==> src/rtl/zrb_uart_pkg.sv <==
// Shared definitions for the zrb UART blocks: parity encodings, FSM states
// and the counter-width helper.
package zrb_uart_pkg;

    localparam int PAR_NONE = 0;
    localparam int PAR_ODD  = 1;
    localparam int PAR_EVEN = 2;

    typedef enum logic [2:0] {
        S_IDLE,
        S_START,
        S_DATA,
        S_PARITY,
        S_STOP,
        S_BREAK
    } uart_state_e;

    // Width needed to count 0..n-1, never less than one bit.
    function automatic int cnt_w(input int n);
        return (n <= 2) ? 1 : $clog2(n);
    endfunction

endpackage

==> src/rtl/zrb_uart_bit_timer.sv <==
// Bit-period counter: counts 0..CLK_PER_BIT-1 and wraps, with a synchronous
// clear and a terminal-count tick. Shared by the UART transmitter and receiver.
module zrb_uart_bit_timer
    import zrb_uart_pkg::*;
#(
    parameter  int CLK_PER_BIT = 2604,
    localparam int CNT_W       = cnt_w(CLK_PER_BIT)
) (
    input  logic             clk,
    input  logic             reset_n,
    input  logic             i_clr,
    output logic [CNT_W-1:0] o_cnt,
    output logic             o_tick
);

    localparam logic [CNT_W-1:0] CNT_END = CNT_W'(CLK_PER_BIT - 1);

    logic [CNT_W-1:0] r_cnt;

    always_ff @(posedge clk or negedge reset_n) begin
        if (!reset_n) begin
            r_cnt <= '0;
        end else if (i_clr || (r_cnt == CNT_END)) begin
            r_cnt <= '0;
        end else begin
            r_cnt <= r_cnt + 1'b1;
        end
    end

    assign o_cnt  = r_cnt;
    assign o_tick = (r_cnt == CNT_END) && !i_clr;

endmodule

==> src/rtl/zrb_uart_tx_cfg.sv <==
// Parametrised UART transmitter with internal bit timer, valid/ready intake,
// done pulse and line-break request.
//
//   state    | meaning
//   ---------+-----------------------------------------------------------
//   S_IDLE   | line high; ready unless break_req; also last stop cycle
//   S_START  | start bit (tx=0)
//   S_DATA   | DATA_BITS payload bits, LSB first
//   S_PARITY | optional parity bit
//   S_STOP   | STOP_BITS stop bits (tx=1)
//   S_BREAK  | line held low while break_req stays high
module zrb_uart_tx_cfg
    import zrb_uart_pkg::*;
#(
    parameter int CLK_PER_BIT = 2604,
    parameter int DATA_BITS   = 8,
    parameter int PARITY      = 0,
    parameter int STOP_BITS   = 1
) (
    input  logic                 clk,
    input  logic                 reset_n,
    input  logic                 valid,
    input  logic [DATA_BITS-1:0] data,
    input  logic                 break_req,
    output logic                 ready,
    output logic                 tx,
    output logic                 busy,
    output logic                 done
);

    localparam int CNT_W = cnt_w(CLK_PER_BIT);
    localparam int BIT_W = cnt_w(DATA_BITS);
    localparam logic [CNT_W-1:0] CNT_EARLY = CNT_W'(CLK_PER_BIT - 2);
    localparam logic [BIT_W-1:0] LAST_DATA = BIT_W'(DATA_BITS - 1);
    localparam logic [BIT_W-1:0] LAST_STOP = BIT_W'(STOP_BITS - 1);

    if (CLK_PER_BIT < 2 || DATA_BITS < 5 || DATA_BITS > 9 || PARITY < 0 || PARITY > 2
        || STOP_BITS < 1 || STOP_BITS > 2) begin : g_bad_params
        $error("zrb_uart_tx_cfg: illegal parameter combination");
    end

    uart_state_e          r_state, w_state_nxt;
    logic [DATA_BITS-1:0] r_shift, w_shift_nxt;
    logic [BIT_W-1:0]     r_bit_cnt, w_bit_nxt;
    logic                 r_par, r_tx, r_done;
    logic                 w_tx_nxt, w_done_nxt, w_accept, w_par_calc;
    logic                 w_tick, w_timer_clr;
    logic [CNT_W-1:0]     w_cnt;

    assign w_timer_clr = (r_state == S_IDLE) || (r_state == S_BREAK);
    assign w_par_calc  = (PARITY == PAR_ODD) ? ~^data : ^data;

    zrb_uart_bit_timer #(.CLK_PER_BIT(CLK_PER_BIT)) u_bit_timer (
        .clk     (clk),
        .reset_n (reset_n),
        .i_clr   (w_timer_clr),
        .o_cnt   (w_cnt),
        .o_tick  (w_tick)
    );

    always_ff @(posedge clk or negedge reset_n) begin
        if (!reset_n) begin
            r_state   <= S_IDLE;
            r_shift   <= '0;
            r_bit_cnt <= '0;
            r_par     <= 1'b0;
            r_tx      <= 1'b1;
            r_done    <= 1'b0;
        end else begin
            r_state   <= w_state_nxt;
            r_shift   <= w_shift_nxt;
            r_bit_cnt <= w_bit_nxt;
            r_tx      <= w_tx_nxt;
            r_done    <= w_done_nxt;
            if (w_accept) begin
                r_par <= w_par_calc;
            end
        end
    end

    always_comb begin
        w_state_nxt = r_state;
        w_shift_nxt = r_shift;
        w_bit_nxt   = r_bit_cnt;
        w_done_nxt  = 1'b0;
        w_accept    = 1'b0;
        case (r_state)
            S_IDLE: begin
                if (break_req) begin
                    w_state_nxt = S_BREAK;
                end else if (valid) begin
                    w_accept    = 1'b1;
                    w_shift_nxt = data;
                    w_bit_nxt   = '0;
                    w_state_nxt = S_START;
                end
            end
            S_START: begin
                if (w_tick) w_state_nxt = S_DATA;
            end
            S_DATA: begin
                if (w_tick) begin
                    if (r_bit_cnt == LAST_DATA) begin
                        w_bit_nxt   = '0;
                        w_state_nxt = (PARITY != PAR_NONE) ? S_PARITY : S_STOP;
                    end else begin
                        w_bit_nxt   = r_bit_cnt + 1'b1;
                        w_shift_nxt = r_shift >> 1;
                    end
                end
            end
            S_PARITY: begin
                if (w_tick) w_state_nxt = S_STOP;
            end
            S_STOP: begin
                // The final stop cycle is spent in IDLE so done and ready
                // coincide with it and back-to-back frames have no gap.
                if (r_bit_cnt == LAST_STOP) begin
                    if (w_cnt == CNT_EARLY) begin
                        w_bit_nxt   = '0;
                        w_done_nxt  = 1'b1;
                        w_state_nxt = S_IDLE;
                    end
                end else if (w_tick) begin
                    w_bit_nxt = r_bit_cnt + 1'b1;
                end
            end
            S_BREAK: begin
                if (!break_req) w_state_nxt = S_IDLE;
            end
            default: w_state_nxt = S_IDLE;
        endcase
    end

    always_comb begin
        case (w_state_nxt)
            S_START, S_BREAK: w_tx_nxt = 1'b0;
            S_DATA:           w_tx_nxt = w_shift_nxt[0];
            S_PARITY:         w_tx_nxt = r_par;
            default:          w_tx_nxt = 1'b1;
        endcase
    end

    assign ready = (r_state == S_IDLE) && !break_req;
    assign busy  = (r_state != S_IDLE);
    assign tx    = r_tx;
    assign done  = r_done;

endmodule
==> config.mk <==
export PLATFORM = sky130hd
export DESIGN_NAME = zrb_uart_tx_cfg
export DESIGN_NICKNAME = d
export VERILOG_FILES = /design/src/rtl/zrb_uart_pkg.sv /design/src/rtl/zrb_uart_bit_timer.sv /design/src/rtl/zrb_uart_tx_cfg.sv
export SDC_FILE = /design/constraint.sdc
export NUM_CORES = 1
export LEC_CHECK = 0
export CAP_MARGIN = 40
export CORE_UTILIZATION = 41
export DETAILED_ROUTE_END_ITERATION = 8
export PLACE_DENSITY = 0.65
export SLEW_MARGIN = 20
export SYNTH_ARGS = -nofsm -noshare
export SYNTH_HDL_FRONTEND = slang
export SYNTH_HIERARCHICAL = 1
export SYNTH_SLANG_ARGS = --single-unit
==> constraint.sdc <==
create_clock -name clk -period 6.24 [get_ports clk]
set_input_delay 1.248 -clock clk [delete_from_list [all_inputs] [get_ports clk]]
set_output_delay 1.248 -clock clk [all_outputs]
set_load 0.01 [all_outputs]
; Word-level counts from Yosys, hierarchy flattened
; Cells that the tools add are included.
[op_classes]
n_mux = 31
n_reduce_logical = 15
n_addsub = 2
n_eq_ne = 18
[op_table]
columns = op, n
row1 = $mux 3, 16
row2 = $mux 8, 4
row3 = $eq 12x12->1 const B, 2
row4 = $pmux 3 s6, 1
row5 = $pmux 8 s2, 1
row6 = $add 12x1->12 const B, 1
row7 = $eq 3x2->1 const B, 4
row8 = $eq 3x3->1 const B, 4
row9 = $mux 12, 1
row10 = $pmux 3 s3, 1
row11 = $reduce_xor 8->1, 1
row12 = $eq 3x1->1 const B, 2
row13 = $logic_not 3->1, 2
row14 = $mux 1, 6
row15 = $ne 2x2->1 const B, 3
row16 = $reduce_and 6->1, 1
row17 = $reduce_bool 3->1, 2
row18 = $reduce_and 5->1, 1
row19 = $add 3x1->3 const B, 1
row20 = $ne 3x2->1 const B, 1
row21 = $ne 3x3->1 const B, 1
row22 = $pmux 1 s3, 1
row23 = $logic_and 1x1->1, 2
row24 = $logic_not 1->1, 2
row25 = other kinds (4), 5
[totals]
output_inout_bits = 4
wordCells = 74
in_bits = 12
register_bits = 29

; Logic depth before layout (Yosys ltp)
; Gate-level depths: netlist of run 1.
[depth]
ltp_word = 9
ltp_mapped = 9
depth_no_buf = 8

; Modules after synthesis
; Netlist of run 1, hierarchy kept.
[by_module_without_submodules]
columns = module, area_per_inst_um2, cells_per_inst, instances
row1 = zrb_uart_tx_cfg, 1134.8, 106, 1
row2 = zrb_uart_bit_timer, 636.9, 59, 1

; Worst setup path before layout of run 1
; Ideal clock, no wire load.
[synth_timing]
kind = in2out
startpoint = input port break_req
endpoint = output port ready
slack_ps = 3471
path_buffers = 0
arrival_time_ps = 1521
stages = 1
required_ps = 4992
cell_sequence = nor4_2
[synth_between]
elab_chain_cells = 2
[synth_rtl]
columns = item, line_no
row1 = from (decl), zrb_uart_tx_cfg.sv:24  ; input logic break_req,
row2 = $logic_not 1->1, zrb_uart_tx_cfg.sv:144  ; assign ready = (r_state == S_IDLE) && !break_req;
row3 = $logic_and 1x1->1, zrb_uart_tx_cfg.sv:144
row4 = to (decl), zrb_uart_tx_cfg.sv:25  ; output logic ready,
; Every way passes these cells.

; Final worst setup path of run 1
; Same ends and word-level chain as after synthesis.

==> results of run 1 <==
==> metal layers <==
metal | part of all wire, % | routed length, µm
met1 | 44 | 1552
met2 | 52 | 1823
met3 | 3.3 | 116
met4 | 0.77 | 27
met5 | 0 | 0
==> power by group <==
| group | switching, mW | internal [mW] | total (mW) |
|---|---|---|---|
| Combinational | 0.0108 | 0.0136 | 0.0244 |
| Clock | 0.0709 | 0.158 | 0.229 |
| Sequential | 0.00135 | 0.191 | 0.192 |
==> cell families after synthesis <==
logic type	count (synthesis)	synth area share [%]
simple gates	63	25.14
compound gates	44	19.56
fa+ha+maj	4	2.825
buf+inv	12	4.730
mux	2	1.271
flops	29	41.03
xor+xnor	11	5.438
==> worst max-delay path, stage by stage <==
cell             delay [ps]
clkdlybuf4s50_1         510
nor4_2                  220
clkdlybuf4s50_1         590
==> cell usage in the layout (no fill, tap or decap), drive strengths merged, types with 7 or more instances in the layout <==
master and n:
xnor2 8, dfrtp 28, clkdlybuf4s50 15, a21o 9
a22o 8, nor3 7, a211oi 7, nor2 9
==> stage by stage <==
step	hold WS, ps	std cells	cell area (µm²)	util (%)	setup slack (ps)
final	476.9	232	2064	50.52	2427
after global routing	504.5	232	2064	50.52	2353
after CTS	481.3	231	2057	50.34	2413
after detailed placement	467.4	223	1923	47.06	2419
after global placement	459.3	223	1923	47.06	2472
after floorplan	450.0	165	1772	-	3471
==> cell usage after synthesis (4+ instances only) <==
cell type	instances	area share [%]
a211oi_1	6	2.5
a21o_1	9	3.8
a22o_1	8	4.0
dfrtp_1	28	40
ha_1	4	2.8
inv_1	4	0.85
nand2_1	4	0.85
nand2b_1	5	1.8
nand3_1	4	1.1
nor2_1	8	1.7
nor3_1	5	1.4
o21ai_0	5	1.4
or3_1	5	1.8
xnor2_1	8	4.0
==> final cells by class <==
cell class	instances	area [µm²]	area share (%)
Timing Repair Buffer	17	165.2	8.000
Clock inverter	3	65.06	3.152
Inverter	4	15.01	0.7273
Tap cell	50	62.56	3.030
Sequential cell	29	726.9	35.21
Clock buffer	5	68.82	3.333
Multi-Input combinational cell	124	960.9	46.55
==> how the worst max path moves through the flow <==
stage | slack, ps | to | depth (start not counted)
floorplan | 3470 | ready | 1
global placement | 2470 | ready | 3
detailed placement | 2420 | ready | 3
CTS | 2410 | ready | 3
global route | 2350 | ready | 3
finish | 2430 | ready | 3
==> sequential cells by signal (all words and copies together) (netlist names) <==
register / count
r_shift: 8
done: 1
tx: 1
r_bit_cnt: 3
r_par: 1
u_bit_timer/o_cnt: 12
r_state: 3
==> results_dict.tcl, run 1 <==
set metrics [dict create \
    reg2reg_depth 8 \
    finalSetupViolations 0 \
    antennaDiodeCount 0 \
    tritoncts "built" \
    p_per_area_nw_per_um2 215.9 \
    insertion_delay_ps 280 \
    drcViolationCount 0 \
    grt_max_degree 30 \
    worst-setup-path-type "in -> out" \
    relSlewSlack_pct 59.90 \
    coreArea_um2 4086 \
    drtIter0Drc 85 \
    synthesis.nets 181 \
    cp.arrival_ps 2570 \
    drv_slew 0 \
    status "finished clean" \
    p_leak_nw 0.8573 \
    die_x_um 67.74 \
    ys.flop_type "dfrtp_1" \
    use_met2_pct 28.47 \
    wirelength_mm 3.519 \
    timing.rr.start "u_bit_timer/o_cnt[0]" \
    cts_root_buf "clkbuf_8" \
    nFillCells 378 \
    crit_start "break_req" \
    synth.avg_cell_area_um2 10.74 \
    max-cap-violations 0 \
    nets 197 \
    io_pins 16 \
    grt_pass1_wl_mm 5.740 \
    cts.sinks 29 \
    die_area_um2 4588 \
    rsz0062_at_grt "no" \
    synth_cell_types 54 \
    gr-usage-met1_pct 20.92 \
    gr-max-usage-layer "met2" \
    initial_core_util_pct 43.36 \
    use_met3_pct 4.561 \
    syn_area_um2 1772 \
    numCtsBuffers 5 \
    required_ps 4990 \
    fin_skew_ps 6.343 \
    drive_above_1_share_pct 13.19 \
    grt_use_total_pct 17.04 \
    synth_cells 165 \
    wl_per_cell_um 15.17 \
    synth-edff-count 0 \
    finalCritPeriodShare_pct 61.11 \
    r2r_slack_ps 3320 \
    finalCriticalPeriod_ps 3813 \
    syn2layout_area_growth_pct 16.53 \
    tightestPinTransition_ps 601.5 \
    yosysWarnings 6 \
    ir_worst_vdd_uv 113.0 \
    fin_tns_setup_ps 0 \
    overflow 0 \
    drtAntennaViolNets 0 \
    cp_max_fo 6 \
    vias 1352 \
    crit_path_end_kind "output port" \
    gp_congestion 0.8137 \
    synthArstFlopShare_pct 100.0 \
    seq_area_frac_synth_pct 41.03 \
    ctsResizeCount 0 \
    vias_per_cell 5.828 \
    path_clk_slew_ps 60 \
    antenna_found_initial 0 \
    cts_setup_buffers 0 \
    hold_depth 1 \
    drtPass1Iterations 4 \
    hold_viol_final 0 \
    hold_buffers 0 \
    clock_path_buffers 2 \
    fmax_mhz 262.3 \
    port_buffers 15 \
    first_global_vias 1271 \
    htreeDepth 2 \
    r2r-end "r_bit_cnt[1]" \
    p_total_uw 445.7 \
    rows 23 \
    hold_path_class "reg -> reg" \
    die_y_um 67.74 \
    dpl.hpwl_mm 2.477 \
    ys_seq_elements 29 \
    min_to "r_shift[5]" \
    start_kind "input pin" \
    hold_start "r_shift[5]" \
]
(Power assumes the default switching activity.)
==> inputs of run 2 (changes only) <==
- clock period: 6.24 -> 3.7 ns (I/O delays scaled with it)
==> run 2 against run 1 <==
Compared with the run above: sequential share of layout area rose by 0.30 points; clock-buffer cell count rose by 2; sequential power rose by 69%; flip-flop and latch count did not move; critical path depth rose by 5; clock skew rose by 3.1 ps; design area fell by 0.85%; clock power rose by 46%; largest cell class unchanged; largest power group unchanged.
==> results_dict.tcl, run 2 (synthesis gave the netlist of run 1 again) <==
set metrics [dict create \
    status "finished clean" \
    io_pins 16 \
    pre_cts_ws_ps 867.9 \
    fin_tns_setup_ps 0 \
    p_sw_share_pct 19.44 \
    htreeDepth 2 \
    finalSetupViolations 0 \
    die_area_um2 4588 \
    gr-usage-met1_pct 22.01 \
    cts.sinks 29 \
    setup.worst_path.end "r_bit_cnt[0]" \
    nets 197 \
    hold_path_class "reg -> reg" \
    p_per_area_nw_per_um2 341.8 \
    start_kind "flip-flop" \
    fmax_mhz 352.4 \
    vias 1353 \
    cp_cell_sequence "ha_1 -> and4b_1 -> and4_1 -> nor2b_1 -> nand2b_1 -> o32ai_2 -> nor3_2 -> mux2_2" \
    r2r-end "r_bit_cnt[0]" \
    required_ps 3860 \
    wirelength_mm 3.398 \
    cts_setup_buffers 0 \
    finalCritPeriodShare_pct 76.69 \
    cts_root_buf "clkbuf_8" \
    port_buffers 15 \
    rows 23 \
    use_met2_pct 25.37 \
    initial_core_util_pct 43.36 \
    fin_ws_ps 862.6 \
    switchingPower_uw 136.0 \
    path_clk_slew_ps 70 \
    p_leak_nw 0.8476 \
    antennaDiodeCount 0 \
    gp_congestion 0.8732 \
    hold_buffers 0 \
    die_y_um 67.74 \
    ir_worst_vdd_uv 203.8 \
    gr-max-usage-layer "met2" \
    crit_path_end_kind "flip-flop" \
    layout_commonest_cell "dfrtp_1" \
    first_global_vias 1269 \
    r2r_slack_ps 860 \
    finalCriticalPeriod_ps 2837 \
    relSlewSlack_pct 58.12 \
    mostFrequentLayoutCells "dfrtp_1, clkdlybuf4s50_1, a21o_1" \
    coreArea_um2 4086 \
    syn2layout_area_growth_pct 15.54 \
    insertion_delay_ps 280 \
    fin_skew_ps 9.479 \
    largest_reg_flops 12 \
    ctsResizeCount 0 \
    hold_slack_ps 474.5 \
    vias_per_cell 5.832 \
    max-cap-violations 0 \
    crit_start "u_bit_timer/o_cnt[0]" \
    hold_viol_final 0 \
    cp_max_fo 13 \
    clock_power_share_pct 47.8 \
    die_x_um 67.74 \
    timing.rr.start "u_bit_timer/o_cnt[0]" \
    slowest_stage "and4_1" \
    rsz0062_at_grt "no" \
    drtPass1Iterations 4 \
    drcViolationCount 0 \
    overflow 0 \
    internal-power_uw 563.6 \
    grt_use_total_pct 16.85 \
    drive_above_1_share_pct 12.64 \
    drtAntennaViolNets 0 \
    antenna_found_initial 0 \
    tritoncts "built" \
    worst-setup-path-type "reg -> reg" \
    grt_max_degree 30 \
    dpl.hpwl_mm 2.380 \
    use_met3_pct 5.912 \
    grt_pass1_wl_mm 5.761 \
    tightestPinTransition_ps 628.2 \
    numCtsBuffers 5 \
    clock_path_buffers 2 \
    p_comb_share_pct 5.9 \
    drtIter0Drc 125 \
    critPathMaxStageDelay_ps 500 \
    reg2reg_depth 8 \
    seqPwrFrac_pct 46.3 \
    drv_slew 0 \
    wl_per_cell_um 14.65 \
    cp.arrival_ps 3000 \
]
## run 2: how the worst min path moves through the flow
stage	start	to	slack [ps]	cells past startpoint
floorplan	reset_n	done	440	0
global placement	r_shift[6]	r_shift[6]	460	1
detailed placement	r_shift[4]	r_shift[4]	470	1
CTS	r_shift[4]	r_shift[4]	480	1
global route	r_shift[4]	r_shift[4]	500	1
finish	r_shift[4]	r_shift[4]	470	1
## run 2: power groups by stage
stage / Combinational, mW / Sequential [mW] / Clock [mW]
2_1_floorplan: 0.0181 / 0.329 / 0
3_3_place_gp: 0.0410 / 0.329 / 0
3_5_place_dp: 0.0424 / 0.329 / 0
4_1_cts: 0.0425 / 0.324 / 0.345
5_1_grt: 0.0455 / 0.324 / 0.359
6_report: 0.0416 / 0.324 / 0.334
## run 2: per-stage QoR
| step | power (mW) | instance area, µm² | util (%) | instances |
|---|---|---|---|---|
| finish | 0.6996 | 2047 | 50.09 | 232 |
| global route | 0.7288 | 2047 | 50.09 | 232 |
| CTS | 0.7110 | 2047 | 50.09 | 232 |
| detailed placement | 0.3719 | 1931 | 47.24 | 224 |
| global placement | 0.3702 | 1931 | 47.24 | 224 |
| floorplan | 0.3469 | 1772 | - | 165 |
## run 2: worst max-delay path: cells and delay by family (launching register included)
kind                       cells  cell delay (ps)
muxes                          1              360
AOI/OAI and AO/OA              1              120
and+or+nand+nor                5             1550
DFF                            1              430
adders and majority gates      1              280
## run 2: routing by layer
layer	routed length [µm]	share of wire (%)
met3	163	4.8
met5	0	0
met4	36	1.1
met2	1568	46
met1	1630	48
## run 2: area by class of cell
type	count	area (µm²)
fillers	354	2039
multi-input cells	124	960.9
well taps	50	62.56
flip-flops and latches	29	726.9
inverters	4	15.01
clock inverters	1	30.03
clock buffers	7	86.33
repair buffers	17	165.2
==> inputs of run 3 (changes only) <==
- clock period: 3.7 -> 2.7 ns (I/O delays scaled with it)
==> run 3 against run 2 <==
Compared with the run above: clock power increased by 22%; first-iteration DRC count is 5.6% lower; clock-buffer cell count unchanged; register-to-register slack worse by 480 ps; design area is 0.73% higher; flip-flop and latch count unchanged; hold slack improved by 3.7 ps; non-clock buffer count increased by 4; worst setup slack got worse by 560 ps; total power grew 29%; sequential share of layout area decreased by 0.26 points; utilization grew 0.37 points; highest routed layer unchanged.
==> results_dict.tcl, run 3 (synthesis gave the netlist of run 1 again) <==
set metrics [dict create \
    drv_slew 0 \
    die_x_um 67.74 \
    hold_viol_final 0 \
    hold_depth 1 \
    dp.cells 227 \
    finalCriticalPeriod_ps 2394 \
    vias 1370 \
    largest_reg_flops 12 \
    rsz0062_at_grt "no" \
    antenna_found_initial 0 \
    critical-path-top-delay-family "buffers and inverters" \
    rows 23 \
    die_y_um 67.74 \
    nFillCells 380 \
    timing.rr.start "u_bit_timer/o_cnt[0]" \
    insertion_delay_ps 290 \
    start_kind "input pin" \
    critPathMaxStageDelay_ps 590 \
    clock_path_buffers 2 \
    drtIter0Drc 118 \
    drtAntennaViolNets 0 \
    wirelength_mm 3.570 \
    p_per_area_nw_per_um2 439.1 \
    initial_core_util_pct 43.36 \
    reg2reg_depth 8 \
    fmax_mhz 417.8 \
    grt_pass1_wl_mm 5.989 \
    cts_root_buf "clkbuf_8" \
    port_buffers 15 \
    max-cap-violations 0 \
    io_pins 16 \
    regArea_um2 726.9 \
    first_global_vias 1318 \
    status "finished clean" \
    crit_path_end_kind "output port" \
    slowest_stage "clkdlybuf4s50_1" \
    syn2layout_area_growth_pct 16.38 \
    hold_path_class "reg -> reg" \
    tightestPinTransition_ps 442.2 \
    gp_congestion 0.8718 \
    drive_above_1_share_pct 15.05 \
    hold_buffers 0 \
    critical_path_buf_inv_count 2 \
    ir_worst_vdd_uv 300.3 \
    hold_start "r_shift[2]" \
    mostFrequentLayoutCells "dfrtp_1, clkdlybuf4s50_1, a21o_1" \
    drtPass1Iterations 5 \
    worst-setup-path-type "in -> out" \
    die_area_um2 4588 \
    path_clk_slew_ps 60 \
    coreArea_um2 4086 \
    critical_path.most_common_cell "clkdlybuf4s50_1" \
    final_cells 236 \
    finalSetupViolations 0 \
    layout_commonest_cell "dfrtp_1" \
    grt_use_total_pct 18.03 \
    htreeDepth 2 \
    relSlewSlack_pct 70.12 \
    overflow 0 \
    min_to "r_shift[2]" \
    antennaDiodeCount 0 \
    cp.arrival_ps 1850 \
    multi_input_area_um2 960.9 \
    grt_max_degree 30 \
    ctsResizeCount 0 \
    drcViolationCount 0 \
    r2r-end "r_bit_cnt[1]" \
    nets 201 \
    numCtsBuffers 5 \
    required_ps 2160 \
    cts.sinks 29 \
    tritoncts "built" \
    finalCritPeriodShare_pct 88.65 \
    cts_setup_buffers 0 \
    cp_cell_sequence "clkdlybuf4s50_1 -> nor4_2 -> clkdlybuf4s50_1" \
    dpl.hpwl_mm 2.531 \
    fin_skew_ps 8.909 \
    p_total_uw 905.5 \
    r2r_slack_ps 380 \
    vias_per_cell 5.805 \
    wl_per_cell_um 15.13 \
    cp_max_fo 6 \
    p_leak_nw 0.8640 \
    fin_tns_setup_ps 0 \
]
[run 3: cell count changes in the layout (fill, tap and decap cells not counted), sizes merged]
cell,previous run,this run
bufinv,1,0
buf,2,6
clkinv,0,1
[run 3: how the worst max path moves through the flow]
stage | cells after the start | end | slack, ps | startpoint
after detailed placement | 6 | tx | 270 | r_state[1]
after CTS | 6 | tx | 250 | r_state[1]
after global routing | 3 | ready | 210 | break_req
after global placement | 3 | ready | 350 | break_req
after floorplan | 8 | r_bit_cnt[0] | 420 | u_bit_timer/o_cnt[0]
final | 3 | ready | 310 | break_req
[run 3: through the flow]
stage          utilization, %  setup slack, ps  instance area, µm²  hold WS [ps]
6_report                50.46            306.3                2062         478.2
2_1_floorplan               -            418.1                1772         244.4
3_5_place_dp            47.80            266.7                1953         467.8
3_3_place_gp            47.80            349.7                1953         462.5
4_1_cts                 50.28            249.5                2054         481.6
5_1_grt                 50.46            207.4                2062         497.6
[run 3: where the power goes]
| part | total (mW) | internal [mW] | switching [mW] |
|---|---|---|---|
| logic | 0.0563 | 0.0315 | 0.0248 |
| clock network | 0.406 | 0.230 | 0.176 |
| registers | 0.443 | 0.440 | 0.00309 |
| total | 0.905 | 0.702 | 0.204 |
[run 3: area by class of cell]
| type | count | share of cell area [%] |
|---|---|---|
| clock buffer | 7 | 4.672 |
| multi-input combinational | 124 | 46.60 |
| clock inverter | 1 | 0.2427 |
| inverter | 4 | 0.7282 |
| tap | 50 | 3.034 |
| timing repair buffer | 21 | 9.466 |
| sequential | 29 | 35.25 |
[run 3: per-layer routing]
layer  vias up  wire length (µm)  GRT usage [%]
met3         8               130          4.054
met1       667              1614          22.14
met5         -                 0              0
li1        666                 -              -
met4         0                77          9.574
met2        29              1748          29.08
